### src/rtl/clk_gen_multi.sv
// rtl/clk_gen_multi.sv - multi-channel programmable clock generator; optional phase offset via CLK_GEN_PHASE_EN
module clk_gen_multi #(
  parameter logic [63:0] CLK_FREQUENCY = 64'd420000000,
  parameter logic [63:0] SECOND        = 64'd1000000000,
  parameter logic [63:0] UNIT          = SECOND / CLK_FREQUENCY,
  parameter int          CHANNELS      = 4,
  parameter int          RESOLUTION    = 64
) (
  input  logic                           clk,
  input  logic                           rst_n,
  input  logic [CHANNELS-1:0]            enable,
  input  logic [CHANNELS*RESOLUTION-1:0] half_period,
  input  logic [CHANNELS*RESOLUTION-1:0] phase,
  input  logic [CHANNELS-1:0]            load,
  input  logic                           sync,
  output logic [CHANNELS-1:0]            clk_out,
  output logic [CHANNELS-1:0]            overflow,
  output logic [CHANNELS-1:0]            pending
);

  localparam int W = RESOLUTION;
  // One extra bit so the increment can detect wrap-around and saturate.
  localparam logic [W:0] UNIT_EXT = (W+1)'(UNIT);

  logic [W-1:0] start_v [CHANNELS];

  logic [W-1:0] cnt_q [CHANNELS];
  logic [W-1:0] cnt_d [CHANNELS];
  logic [W-1:0] act_q [CHANNELS];
  logic [W-1:0] act_d [CHANNELS];
  logic [W-1:0] shd_q [CHANNELS];
  logic [W-1:0] shd_d [CHANNELS];
  logic [W:0]   sum   [CHANNELS];

  logic [CHANNELS-1:0] pend_q, pend_d;
  logic [CHANNELS-1:0] clk_out_q, clk_out_d;
  logic [CHANNELS-1:0] ovf_q, ovf_d;
  // Low for the first edge after reset release so that edge never toggles.
  logic armed_q, armed_d;

`ifdef CLK_GEN_PHASE_EN
  // Counter restart value comes from the per-channel phase offset.
  always_comb begin
    for (int i = 0; i < CHANNELS; i++) begin
      start_v[i] = phase[i*W +: W];
    end
  end
`else
  logic unused_phase;
  assign unused_phase = ^phase;

  // Without phase support every channel restarts its counter from zero.
  always_comb begin
    for (int i = 0; i < CHANNELS; i++) begin
      start_v[i] = '0;
    end
  end
`endif

  // Per-channel next state: sync beats disable beats normal counting; load applies last.
  always_comb begin
    armed_d   = 1'b1;
    pend_d    = pend_q;
    clk_out_d = clk_out_q;
    ovf_d     = ovf_q;
    for (int i = 0; i < CHANNELS; i++) begin
      cnt_d[i] = cnt_q[i];
      act_d[i] = act_q[i];
      shd_d[i] = shd_q[i];
      sum[i]   = {1'b0, cnt_q[i]} + UNIT_EXT;
      if (armed_q) begin
        if (sync) begin
          cnt_d[i]     = start_v[i];
          clk_out_d[i] = 1'b0;
          ovf_d[i]     = 1'b0;
        end else if (!enable[i]) begin
          cnt_d[i]     = start_v[i];
          clk_out_d[i] = 1'b0;
          ovf_d[i]     = 1'b0;
          if (pend_q[i]) begin
            act_d[i]  = shd_q[i];
            pend_d[i] = 1'b0;
          end
        end else if (cnt_q[i] >= act_q[i]) begin
          // Half-cycle complete: toggle, and only now adopt a new half-period.
          clk_out_d[i] = ~clk_out_q[i];
          cnt_d[i]     = '0;
          ovf_d[i]     = 1'b1;
          if (pend_q[i]) begin
            act_d[i]  = shd_q[i];
            pend_d[i] = 1'b0;
          end
        end else begin
          cnt_d[i] = sum[i][W] ? {W{1'b1}} : sum[i][W-1:0];
          ovf_d[i] = 1'b0;
        end
        // A load in a toggle cycle lands in the shadow and waits for the next toggle.
        if (load[i]) begin
          shd_d[i]  = half_period[i*W +: W];
          pend_d[i] = 1'b1;
        end
      end
    end
  end

  // State registers with asynchronous active-low clear.
  always_ff @(posedge clk or negedge rst_n) begin
    if (!rst_n) begin
      armed_q   <= 1'b0;
      pend_q    <= '0;
      clk_out_q <= '0;
      ovf_q     <= '0;
      for (int i = 0; i < CHANNELS; i++) begin
        cnt_q[i] <= '0;
        act_q[i] <= '0;
        shd_q[i] <= '0;
      end
    end else begin
      armed_q   <= armed_d;
      pend_q    <= pend_d;
      clk_out_q <= clk_out_d;
      ovf_q     <= ovf_d;
      for (int i = 0; i < CHANNELS; i++) begin
        cnt_q[i] <= cnt_d[i];
        act_q[i] <= act_d[i];
        shd_q[i] <= shd_d[i];
      end
    end
  end

  assign clk_out  = clk_out_q;
  assign overflow = ovf_q;
  assign pending  = pend_q;

endmodule
### config.mk
export PLATFORM = sky130hd
export DESIGN_NAME = clk_gen_multi
export DESIGN_NICKNAME = d
export VERILOG_FILES = /design/src/rtl/clk_gen_multi.sv
export SDC_FILE = /design/constraint.sdc
export NUM_CORES = 2
export LEC_CHECK = 0
export ABC_AREA = 0
export ABC_CLOCK_PERIOD_IN_PS = 7100
export BUFFER_PORTS_ARGS = -buffer_cell sky130_fd_sc_hd__clkbuf_2
export CORE_MARGIN = 1.5
export CORE_UTILIZATION = 45
export DETAILED_ROUTE_END_ITERATION = 10
export GPL_TIMING_DRIVEN = 0
export HOLD_SLACK_MARGIN = 0.02
export PLACE_DENSITY = 0.76
export SYNTH_ARGS = -nofsm -noshare
export SYNTH_HDL_FRONTEND = slang
export SYNTH_SLANG_ARGS = --single-unit
### constraint.sdc
create_clock -name clk -period 7.1 [get_ports clk]
set_clock_uncertainty 0.05 [all_clocks]
set_input_delay 1.065 -clock clk [delete_from_list [all_inputs] [get_ports clk]]
set_output_delay 1.065 -clock clk [all_outputs]
set_load 0.05 [all_outputs]
==> impl_metrics.csv <==
group,metric,value,unit
outcome,outcome,"finished clean",
setup_path,critPathRequiredTime,7550,ps
synth,synth_nets,4416,
sta,fin_ws,2360,ps
sta,drv_slew,0,
sta,period_needed,4740,ps
setup_path,critical_path.startpoint_type,"flop",
setup_path,path_cells,"ha_1 > nand4_1 > nor4_1 > o311ai_0 > nand4_1 > nor3_1 > and2_1 > clkbuf_1 > nor2_1 > clkbuf_1 > a21oi_1",
route,viasPerCell,5.60,
synth,postSynthCellCount,3633,
layout,drive_gt1_frac,0.248,
sta,rsz0062_at_grt,"false",
power_and_ir_drop,combPwrFrac,0.166,
layout,postLayoutCellArea,0.0464,sq mm
sta,setup_tns,0,ps
layout,mostFrequentLayoutCell,"dfrtp_1",
setup_path,worstPathArrival,5190,ps
floorplanning,ioPinCount,535,
placed_design,dpl.hpwl,72.4,mm
sta,clock.fmax,0.211,GHz
route,drtAntennaViolNets,0,
power_and_ir_drop,switching_share,0.264,
synth,ys_ff_latch,781,
synth,ys_types,83,
power_and_ir_drop,p_clk_frac,0.393,
setup_path,path_max_fanout,10,
synth,syn_area,0.0402,sq mm
floorplanning,die_w,302,um
placed_design,place_ws,2240,ps
clock_tree,cts_resized,0,
placed_design,place_area,0.0432,sq mm
setup_path,crit_family,"simple AND/OR/NAND/NOR gates",
clock_tree,numCtsBuffers,88,
layout,nFillCells,7694,
route,num_vias,29386,
layout,mostFrequentLayoutCells,"781 x dfrtp_1, 452 x mux2_2, 337 x a21oi_1",
route,wl_per_cell,19.3,um
clock_tree,clock_tree.buffer_depth,3,
sta,period_share,0.668,
synth,synth_area_per_cell,11.1,sq um
route,drc,0,
clock_tree,cts_root_buffer,"clkbuf_16",
synth,yosysSeqAreaShare,0.486,
synth,synth_edf_count,0,
sta,hold_viol_final,0,
clock_tree,hold_buffers,0,
floorplanning,die_h,302,um
clock_tree,cts_tree,"done",
clock_tree,path_clk_slew,60,ps
clock_tree,cts_setup_buffers,0,
global_routing,antenna_found_initial,9,
synth,synth_top_area_share,0.486,
floorplanning,core-area,0.0884,sq mm
min_path,hold_path_class,"input pin to asynchronous set/reset pin",
floorplanning,die_area,0.0911,sq mm
power_and_ir_drop,pwr-share-seq,0.441,
setup_path,path_class,"flop to flop",
synth,async_flop_share,1.00,
placed_design,numPortBuffers,277,
layout,area_delta_synth_final,15.6,%
setup_path,endpoint_kind,"flop",
setup_path,critPathBufInv,2,
global_routing,overflow,0,
route,first_pass_iters,6,
clock_tree,worstSkewPairLatency,670,ps
run,cap_violations,0,
power_and_ir_drop,ir_drop,0.326,mV
route,routed_wl,101,mm
synth,ys_top_cells_by_area,"dfrtp_1 49%, mux2_2 13%, ha_1 8.1%, a21oi_1 4.2%, inv_1 2.9%",
global_routing,grt_pass1_wl,162,mm
power_and_ir_drop,p_sw,3.37,mW
route,drt_iter0_drc,2138,
layout,regArea,0.0195,sq mm
placed_design,place_congestion,0.885,
setup_path,slowest_delay,890,ps
global_routing,grt_pass1_vias,29983,
clock_tree,cts_sinks,781,
setup_path,critPathSlowestCell,"nor4_1",
floorplanning,start_util,0.455,
clock_tree,h-tree-depth,3,
layout,multiInputGateArea,0.0188,sq mm
global_routing,grt_max_degree,111,
floorplanning,rows,109,
power_and_ir_drop,power.density,275,mW/mm^2
synth,synth_top_cell_by_area,"dfrtp_1",
layout,post-route-util,0.525,
power_and_ir_drop,power.internal,9.41,mW
power_and_ir_drop,p_leak,21.3,nW
sta,max_slew_margin,0.135,
layout,fin_nets,4790,
sta,finalSetupViolations,0,
sta,worst_pin_slew,1300,ps
synth,synth_ff_type,"dfrtp_1",
synth,yosys_warnings,0,
power_and_ir_drop,finalPower,12.8,mW
global_routing,grt_use_total,0.223,
==> power groups by stage <==
stage	Sequential [mW]	Combinational (mW)	Clock [mW]
2_1_floorplan	5.56	1.55	0
3_3_place_gp	5.69	2.02	0
3_5_place_dp	5.71	2.13	0
4_1_cts	5.64	2.16	5.13
5_1_grt	5.73	2.41	5.32
6_report	5.64	2.12	5.03
==> synth_stat cells (32+ instances only) <==
cell type,n
nand3_1,136
xor2_1,100
dfrtp_1,781
o21ai_0,77
nor4_1,32
xnor2_1,78
mux2_4,60
and3_1,61
a21oi_1,337
ha_1,260
inv_1,307
nand2_1,211
nor3_1,52
mux2_2,452
nand4_1,134
clkbuf_1,89
nor2_1,150
==> metrics by stage <==
stage          instances  hold WS [ps]
6_report            5247           396
3_5_place_dp        5082           424
5_1_grt             5243           437
3_3_place_gp        5075           409
2_1_floorplan       3633           424
4_1_cts             5242           388
==> layer usage <==
metal,track usage,up-vias,part of all wire
met5,0,-,0.00052
met4,0.0846,8,0.032
met2,0.362,836,0.47
met3,0.0407,201,0.061
met1,0.299,14645,0.44
li1,-,13696,-
==> area by class of cell <==
type,count,share of cell area
flip-flops and latches,781,0.421
multi-input cells,2416,0.405
clock buffers,116,0.0543
repair buffers,284,0.0342
well taps,1165,0.0314
inverters,309,0.0250
clock inverters,44,0.0146
plain buffers,127,0.0144
diodes,5,0.000269
==> path summary, 6_finish.rpt <==
path                                        start                      to  slack [ps]  cells after the start
min                                         rst_n   shd_q[31]$_DFFE_PN0P_         400                      1
min in group clk           clk_out[0]$_DFFE_PN0P_  clk_out[0]$_DFFE_PN0P_         430                      1
max                         cnt_q[61]$_DFFE_PN0P_   cnt_q[52]$_DFFE_PN0P_        2360                     11
max reg2reg                 cnt_q[61]$_DFFE_PN0P_   cnt_q[52]$_DFFE_PN0P_        2360                     11
min reg2reg                clk_out[0]$_DFFE_PN0P_  clk_out[0]$_DFFE_PN0P_         430                      1
max in group asynchronous                   rst_n  act_q[158]$_DFFE_PN0P_        4640                      4
==> cells by family after synthesis <==
logic type / synth area share
AOI/OAI and AO/OA: 0.0831
buffers and inverters: 0.0455
other: 0.0000933
DFF: 0.486
xor gates and xnor gates: 0.0388
and+or+nand+nor: 0.115
muxes: 0.150
adders and majority gates: 0.0810
==> sequential cells by signal, indices dropped and copies added (netlist names) <==
name and cells:
overflow 4, pending 4, clk_out 4, armed_q 1, cnt_q 256, act_q 256, shd_q 256
Power figures use the tool's default switching activity.
